File: config.mk
export PLATFORM = sky130hd
export DESIGN_NAME = sdram_arbit
export DESIGN_NICKNAME = d
export VERILOG_FILES = /design/src/rtl/sdram_arbit.sv
export SDC_FILE = /design/constraint.sdc
export NUM_CORES = 1
export LEC_CHECK = 0
export BUFFER_PORTS_ARGS = -buffer_cell sky130_fd_sc_hd__buf_4
export CAP_MARGIN = 20
export CELL_PAD_IN_SITES_DETAIL_PLACEMENT = 1
export CELL_PAD_IN_SITES_GLOBAL_PLACEMENT = 1
export CORE_ASPECT_RATIO = 0.9
export CORE_MARGIN = 4
export CORE_UTILIZATION = 20
export CTS_BUF_LIST = sky130_fd_sc_hd__clkbuf_4 sky130_fd_sc_hd__clkbuf_8
export DETAILED_ROUTE_END_ITERATION = 7
export GPL_TIMING_DRIVEN = 0
export PLACE_DENSITY = 0.85
export SLEW_MARGIN = 20
export SYNTH_ARGS = -nofsm -noshare
export SYNTH_HDL_FRONTEND = slang
export SYNTH_SLANG_ARGS = --single-unit
File: constraint.sdc
create_clock -name sys_clk -period 1.16 [get_ports sys_clk]
set_input_delay 0 -clock sys_clk [delete_from_list [all_inputs] [get_ports sys_clk]]
set_output_delay 0 -clock sys_clk [all_outputs]
set_load 0.02 [all_outputs]
File: src/rtl/sdram_arbit.sv
// SDRAM command-bus arbiter: grants init/refresh/write/read engines exclusive use of the pins.
// Priority is refresh > write > read, with a counter that forces a read after repeated writes.
module sdram_arbit #(
  parameter int unsigned RD_MAX_WAIT = 4,
  parameter int unsigned ADDR_W      = 13,
  parameter int unsigned DATA_W      = 16
) (
  input  logic              sys_clk,
  input  logic              sys_rst_n,
  input  logic              init_end,
  input  logic [3:0]        init_cmd,
  input  logic [1:0]        init_ba,
  input  logic [ADDR_W-1:0] init_addr,
  input  logic              aref_req,
  input  logic              aref_end,
  input  logic [3:0]        aref_cmd,
  input  logic [1:0]        aref_ba,
  input  logic [ADDR_W-1:0] aref_addr,
  input  logic              wr_req,
  input  logic              wr_end,
  input  logic [3:0]        wr_cmd,
  input  logic [1:0]        wr_ba,
  input  logic [ADDR_W-1:0] wr_addr,
  input  logic              wr_sdram_en,
  input  logic [DATA_W-1:0] wr_sdram_data,
  input  logic              rd_req,
  input  logic              rd_end,
  input  logic [3:0]        rd_cmd,
  input  logic [1:0]        rd_ba,
  input  logic [ADDR_W-1:0] rd_addr,
  output logic              aref_en,
  output logic              wr_en,
  output logic              rd_en,
  output logic              sdram_cke,
  output logic              sdram_cs_n,
  output logic              sdram_ras_n,
  output logic              sdram_cas_n,
  output logic              sdram_we_n,
  output logic [1:0]        sdram_ba,
  output logic [ADDR_W-1:0] sdram_addr,
  output logic [DATA_W-1:0] sdram_dq_out,
  output logic              sdram_dq_oe
);

  localparam int unsigned CntW = $clog2(RD_MAX_WAIT + 1);
  localparam logic [CntW-1:0] CntMax = CntW'(RD_MAX_WAIT);
  localparam logic [3:0] CmdNop = 4'b0111;

  typedef enum logic [2:0] {StInit, StArbit, StAref, StWrite, StRead} state_e;

  state_e          state_q, state_d;
  logic            aref_en_q, aref_en_d;
  logic            wr_en_q, wr_en_d;
  logic            rd_en_q, rd_en_d;
  logic [CntW-1:0] rd_wait_cnt_q, rd_wait_cnt_d;
  logic [3:0]      cmd;

  always_ff @(posedge sys_clk or negedge sys_rst_n) begin
    if (!sys_rst_n) begin
      state_q       <= StInit;
      aref_en_q     <= 1'b0;
      wr_en_q       <= 1'b0;
      rd_en_q       <= 1'b0;
      rd_wait_cnt_q <= '0;
    end else begin
      state_q       <= state_d;
      aref_en_q     <= aref_en_d;
      wr_en_q       <= wr_en_d;
      rd_en_q       <= rd_en_d;
      rd_wait_cnt_q <= rd_wait_cnt_d;
    end
  end

  always_comb begin
    state_d       = state_q;
    aref_en_d     = aref_en_q;
    wr_en_d       = wr_en_q;
    rd_en_d       = rd_en_q;
    rd_wait_cnt_d = rd_wait_cnt_q;
    unique case (state_q)
      StInit: begin
        if (init_end) state_d = StArbit;
      end
      StArbit: begin
        if (aref_req) begin
          state_d   = StAref;
          aref_en_d = 1'b1;
          // An idle read line still clears the wait count; a pending read keeps it.
          if (!rd_req) rd_wait_cnt_d = '0;
        end else if (rd_req && (rd_wait_cnt_q == CntMax)) begin
          state_d       = StRead;
          rd_en_d       = 1'b1;
          rd_wait_cnt_d = '0;
        end else if (wr_req) begin
          state_d = StWrite;
          wr_en_d = 1'b1;
          if (!rd_req) begin
            rd_wait_cnt_d = '0;
          end else if (rd_wait_cnt_q != CntMax) begin
            rd_wait_cnt_d = rd_wait_cnt_q + 1'b1;
          end
        end else if (rd_req) begin
          state_d       = StRead;
          rd_en_d       = 1'b1;
          rd_wait_cnt_d = '0;
        end else begin
          rd_wait_cnt_d = '0;
        end
      end
      StAref: begin
        if (aref_end) begin
          state_d   = StArbit;
          aref_en_d = 1'b0;
        end
      end
      StWrite: begin
        if (wr_end) begin
          state_d = StArbit;
          wr_en_d = 1'b0;
        end
      end
      StRead: begin
        if (rd_end) begin
          state_d = StArbit;
          rd_en_d = 1'b0;
        end
      end
      default: state_d = StInit;
    endcase
  end

  always_comb begin
    cmd        = CmdNop;
    sdram_ba   = 2'b11;
    sdram_addr = '1;
    unique case (state_q)
      StInit: begin
        cmd        = init_cmd;
        sdram_ba   = init_ba;
        sdram_addr = init_addr;
      end
      StAref: begin
        cmd        = aref_cmd;
        sdram_ba   = aref_ba;
        sdram_addr = aref_addr;
      end
      StWrite: begin
        cmd        = wr_cmd;
        sdram_ba   = wr_ba;
        sdram_addr = wr_addr;
      end
      StRead: begin
        cmd        = rd_cmd;
        sdram_ba   = rd_ba;
        sdram_addr = rd_addr;
      end
      default: begin
        cmd        = CmdNop;
        sdram_ba   = 2'b11;
        sdram_addr = '1;
      end
    endcase
  end

  assign {sdram_cs_n, sdram_ras_n, sdram_cas_n, sdram_we_n} = cmd;

  assign sdram_cke    = 1'b1;
  assign sdram_dq_oe  = (state_q == StWrite) & wr_sdram_en;
  assign sdram_dq_out = (state_q == StWrite) ? wr_sdram_data : '0;

  assign aref_en = aref_en_q;
  assign wr_en   = wr_en_q;
  assign rd_en   = rd_en_q;

endmodule
==> metrics, run 1 <==
unrepaired setup endpoints after global routing yes; largest family of logic cells by synthesized area compound AO/OA/AOI/OAI gates; per-cell routed wire length 16.88 microns; Nets 463; Area after DPL 0.002721 sq mm; Synth-to-Final Area Change 158.7%; Max Buffers Root-to-Sink 2; status finished with violations; initial antenna violation count 0; startpoint types flop; most frequent cells in the layout 120 x buf_4, 45 x buf_6, 33 x o21ai_2; Ant. Diodes 0; All-Layer GR Usage 17.10%; number of synthesized flops with an enable pin 0; Worst-path clk slew 0.05 ns; Post-synth top flop dfrtp_1; Max IR drop VDD 1.198 mV; Final Instance Count excl. Fillers 445; post-synthesis sequential area ratio 17.09%; vias per cell 4.733; clock tree from TritonCTS built; DR iter-0 viols 38; CP bufs+invs 3; clk_skew 0.002999 ns; total nets after synthesis 292; yosys warns 0; fmax 632.2 MHz; Residual DRC 0; FFs w/ async S/R, synth 100.0%; kind of critical path reg2out; IO buf count 140; adder-cell share of the synthesized area 1.899%; Yosys cell types 37; first-pass GRT wire length 11090 microns; crit path capture type output port; CTS sink cnt 9; Max FO, Critical Path 8; antenna violation net count after detailed routing 0; CP peak stage delay 0.42 ns; CTS root buffer clkbuf_8; # setup viols final 45; leakage power 1.631 nW; Required @ worst endpoint 1.16 ns; Finished Core Util 54.53%; Slew Viols, Final 0; CORE AREA 0.006250 sq mm; Cells after Synth 188; crit-path cells or2_4 > buf_12 > clkbuf_16 > o21ai_4 > o21ai_2 > buf_6; synthesis-stage register bit count 9; Num CTS Buffers 3; die height 85 microns; GR Overflow Total 0; Simple-Gate Fraction of Synth Area 25.07%; Final Critical Period 1.582 ns; IO Pins 142; Syn Std Cell Area 0.001318 sq mm; max-cap check violation count 0; Synth Area in Compound Gates 29.25%; FP Rows 27; Worst Slack Setup Final -0.4217 ns; CP delay by family, top buffers and inverters; failing checks negative setup slack; mux contribution to synthesized area 16.81%; Die X 93.56 microns; Worst Hold Class in2reg; HPWL after DPL 5556 microns; FF-to-FF path depth 5; Crit-path slowest cell dfrtp_2; Mapped Avg Cell Area 7.008 sq um; footprint of the multi-input gates 0.001336 sq mm; First-pass DRT Iterations 4; Routed WL 7513 microns; most common cell after layout, fill and taps aside buf_4; dpl cells 415; share of cells above drive strength 1 74.02%; dpl ws -0.3174 ns; vias in the first global route 2230; die footprint 0.007952 sq mm; pwr dens 2298 mW/mm^2; CTS HTree Levels 1; Crit path arrival time 1.58 ns; Clock Latency Late Sink 0.23 ns; fillcell total 738; Final Hold Fails 0; routed via count 2106; Min-Delay Path Depth 4; fin area 0.003408 sq mm; Reg area 226.5 sq um; gp weighted congestion 0.7622; initial core utilization 21.08%; Levels on crit path 6; fin crit share 136.3%; Power, Total 7.831 mW; pin count of the biggest net entering global routing 11; xor and xnor fraction of the mapped netlist area 0%
-- synthesized netlist by cell type (2+ instances only) --
cell type  count  area, sq um
buf_2          3        15.01
dfrtp_1        9        225.2
ha_1           2        25.02
buf_4          4        30.03
nor2_1         4        15.01
o21ai_1        6        30.03
clkbuf_1       5        18.77
nand2_1       29        108.9
inv_1          3        11.26
clkbuf_2       2        10.01
buf_6          3        33.78
a21o_1         2        15.01
mux2i_1       21        210.2
o31ai_1        2        15.01
and2_1        17        106.4
o21ai_0       51        255.2
nand3_1        5        25.02
-- worst register-to-register path, delay by kind of cell (launching register included) --
| family | cells | cell delay, ns |
|---|---|---|
| AOI/OAI and AO/OA | 2 | 0.41 |
| DFF | 1 | 0.42 |
| buffers and inverters | 2 | 0.26 |
| and+or+nand+nor | 1 | 0.32 |
-- kinds of logic after synthesis --
logic type / after synthesis
compound gates: 68
other cells: 1
fa+ha+maj: 2
simple gates: 64
flops: 9
mux: 22
buf+inv: 22
-- cell type report --
type                       count  share of cell area (%)
inverter                       4                  0.5139
buffer                        16                   6.351
tap                           87                   3.194
timing repair buffer         168                   42.66
multi-input combinational    157                   39.21
sequential                     9                   6.645
clock buffer                   4                   1.432
-- report_power, final --
part	switching (mW)	internal, mW	leakage [nW]	total [mW]
clock	0.121	0.263	0.0262	0.384
combinational	3.30	3.61	1.50	6.91
sequential	0.104	0.435	0.109	0.539
-- layer usage --
layer | GRT usage [%] | vias up | wire length [microns]
met2 | 33.44 | 92 | 4170
met4 | 2.756 | 0 | 113
li1 | - | 1000 | -
met3 | 4.699 | 8 | 577
met1 | 18.39 | 1006 | 2651
met5 | 0 | - | 0
-- worst paths after layout --
kind / start / to / slack (ns)
min: wr_req / rd_en$_DFFE_PN0P_ / 0.11
min reg2reg: rd_en$_DFFE_PN0P_ / rd_en$_DFFE_PN0P_ / 0.52
min in group asynchronous: sys_rst_n / aref_en$_DFFE_PN0P_ / 0.13
max: state_q[1]$_DFFE_PN0P_ / sdram_addr[11] / -0.42
max in group asynchronous: sys_rst_n / state_q[1]$_DFFE_PN0P_ / 0.88
max reg2reg: state_q[1]$_DFFE_PN0P_ / state_q[0]$_DFFE_PN0P_ / -0.37
-- repair_timing --
item                                   in CTS  in global routing
endpoints found under the hold margin      11                  0
gates cloned                                4                  1
setup endpoints to repair                  45                 45
pin swaps                                  20                 12
gates resized for setup                    77                 30
hold buffers                                3                  0
setup buffers                              13                  7
-- flip-flops by register name (all words and copies together) (netlist names) --
signal         cells
state_q            3
aref_en            1
wr_en              1
rd_en              1
rd_wait_cnt_q      3
-- per-stage QoR --
step / hold WS (ns) / TNS [ns]
floorplan: -0.2956 / -1.842
global placement: -0.1662 / -8.048
detailed placement: -0.1656 / -8.962
CTS: 0.1111 / -17.25
global route: 0.1250 / -17.52
finish: 0.1119 / -15.25
(Power assumes the default switching activity.)
==> inputs of run 2 (changes only) <==
--- a/config.mk
+++ b/config.mk
@@ -11,11 +11,13 @@
 export CELL_PAD_IN_SITES_GLOBAL_PLACEMENT = 1
 export CORE_ASPECT_RATIO = 0.9
 export CORE_MARGIN = 4
-export CORE_UTILIZATION = 20
+export CORE_UTILIZATION = 24
 export CTS_BUF_LIST = sky130_fd_sc_hd__clkbuf_4 sky130_fd_sc_hd__clkbuf_8
 export DETAILED_ROUTE_END_ITERATION = 7
+export GPL_ROUTABILITY_DRIVEN = 0
 export GPL_TIMING_DRIVEN = 0
-export PLACE_DENSITY = 0.85
+export MAX_ROUTING_LAYER = met4
+export PLACE_DENSITY = 0.95
 export SLEW_MARGIN = 20
 export SYNTH_ARGS = -nofsm -noshare
 export SYNTH_HDL_FRONTEND = slang
==> constraint.sdc (replaced) <==
create_clock -name sys_clk -period 1.9 [get_ports sys_clk]
set_input_delay 0 -clock sys_clk [delete_from_list [all_inputs] [get_ports sys_clk]]
set_output_delay 0 -clock sys_clk [all_outputs]
set_load 0.02 [all_outputs]
==> run 2 against run 1 <==
Effect of this change:
- the run now ends clean
- global-route usage increased by 1.0 points
- clock-buffer cell count unchanged
- final cell count decreased by 9.7%
- critical path depth increased by 1
- first-iteration DRC count increased to 2.6 times the previous value
==> metrics, run 2 (synthesis gave the netlist of run 1 again) <==
IO buf count 140; first-pass GRT wire length 9742 microns; CORE AREA 0.005286 sq mm; Die X 86.10 microns; Max Buffers Root-to-Sink 2; CTS root buffer clkbuf_8; setup TNS 0 ns; crit path capture type output port; dpl cells 395; GRT Max-Usage Layer met2; initial core utilization 24.92%; Int Pwr 1.582 mW; vias in the first global route 2084; Worst Hold Class in2async; die height 78.29 microns; met3 usage 4.512%; CP peak stage delay 0.37 ns; status complete, no violations; All-Layer GR Usage 18.12%; Routed WL 6268 microns; Residual DRC 0; share of cells above drive strength 1 48.66%; NetSw 1.583 mW; per-cell routed wire length 15.59 microns; initial antenna violation count 0; Max FO, Critical Path 10; footprint of the multi-input gates 965.9 sq um; # setup viols final 0; fmax 563.6 MHz; DR iter-0 viols 97; grt met1 use 20.42%; met2 GRT Util 32.36%; die footprint 0.006741 sq mm; max-cap check violation count 0; FP Rows 25; Crit path arrival time 1.77 ns; clock tree from TritonCTS built; CP delay by family, top buffers and inverters; crit-path cells buf_6 > or2_1 > buf_6 > buf_2 > o21ai_0 > o21ai_0 > buf_4; Final Critical Period 1.774 ns; Num CTS Buffers 3; Top Registers rd_wait_cnt_q x3, state_q x3; Final Hold Fails 0; CTS HTree Levels 1; clock share of power 7.3%; Reg area 225.2 sq um; pin count of the biggest net entering global routing 11; fin crit share 93.39%; CP bufs+invs 4; fillcell total 681; GR Overflow Total 0; post-CTS setup buffers 0; IO Pins 142; First-pass DRT Iterations 4; kind of critical path reg2out; Crit-path slowest cell dfrtp_1; Ant. Diodes 0; CTS sink cnt 9; leakage power 1.300 nW; Final Instance Count excl. Fillers 402; HPWL after DPL 5339 microns; Clock Latency Late Sink 0.23 ns; Synth-to-Final Area Change 92.12%; Worst-path clk slew 0.04 ns; most frequent cells in the layout 144 x buf_4, 47 x o21ai_0, 29 x nand2_1; Slew Viols, Final 0; Required @ worst endpoint 1.90 ns; pwr dens 1251 mW/mm^2; Nets 440; startpoint types flop; most common cell after layout, fill and taps aside buf_4; antenna violation net count after detailed routing 0; Max IR drop VDD 0.6064 mV; vias per cell 4.868; routed via count 1957; Flop pwr share 9.8%; part of the power in combinational logic 82.9%; unrepaired setup endpoints after global routing no; clk_skew 0.001483 ns; switch share 50.02%
run 2: changes by cell type in the layout (fill, tap and decap cells not counted), moves of 3 or more:
cell / before / now
clkbuf_16: 4 / 0
o21ai_2: 33 / 0
clkbuf_1: 0 / 5
and2_4: 17 / 0
buf_12: 3 / 0
and2_1: 0 / 17
clkbuf_2: 5 / 2
buf_4: 120 / 144
o21ai_0: 5 / 47
buf_6: 45 / 3
o21ai_4: 15 / 0
o21ai_1: 4 / 10
run 2: timing repair:
| item | 4_1_cts | 5_1_grt |
|---|---|---|
| endpoints found under the hold margin | 11 | 0 |
| gates resized for setup | 0 | 4 |
| endpoints found under the setup margin | 0 | 4 |
| hold buffers | 3 | 0 |
run 2: power by group through the flow:
stage	registers, mW	logic, mW	clock network, mW
2_1_floorplan	0.341	1.56	0
3_3_place_gp	0.309	2.57	0
3_5_place_dp	0.315	2.64	0
4_1_cts	0.312	2.66	0.236
5_1_grt	0.319	2.85	0.250
6_report	0.310	2.62	0.232
run 2: cell type report:
class	instances	share of cell area, %
Inverter	4	0.5932
Tap cell	67	3.312
Clock buffer	4	1.928
Multi-Input combinational cell	157	38.16
Sequential cell	9	8.898
Timing Repair Buffer	143	42.71
Buffer	18	4.399
run 2: worst paths after layout:
| path | endpoint | depth (start not counted) | startpoint | slack, ns |
|---|---|---|---|---|
| worst min-delay path | rd_wait_cnt_q[1]$_DFFE_PN0P_ | 2 | sys_rst_n | 0.13 |
| worst min register to register | rd_en$_DFFE_PN0P_ | 2 | rd_en$_DFFE_PN0P_ | 0.49 |
| max in group asynchronous | state_q[1]$_DFFE_PN0P_ | 2 | sys_rst_n | 1.63 |
| min in group sys_clk | wr_en$_DFFE_PN0P_ | 3 | aref_req | 0.14 |
| worst max register to register | rd_wait_cnt_q[0]$_DFFE_PN0P_ | 4 | state_q[1]$_DFFE_PN0P_ | 0.48 |
| worst max-delay path | sdram_we_n | 7 | state_q[1]$_DFFE_PN0P_ | 0.13 |
run 2: per-stage QoR:
step	hold slack [ns]	setup slack, ns	area [sq um]	power (mW)	utilization [%]
finish	0.1299	0.1256	2531	3.166	47.88
global route	0.1461	0.01010	2531	3.423	47.88
CTS	0.1393	0.06108	2531	3.208	47.88
detailed placement	-0.1668	0.3086	2452	2.957	46.39
global placement	-0.1691	0.3974	2452	2.881	46.39
floorplan	-0.2956	0.5049	1318	1.899	-
run 2: worst register-to-register path: cells and delay by family, from the launching register on:
kind / cells / cell delay (ns)
AND/OR/NAND/NOR: 2 / 0.49
buffers and inverters: 1 / 0.15
flip-flops: 1 / 0.37
multiplexers: 1 / 0.29
run 2: layer usage:
layer	share of wire, %	routed length [microns]	vias to the layer above
li1	-	-	951
met1	38	2365	902
met2	52	3230	98
met3	9.5	595	6
met4	1.2	78	0
met5	0	0	-
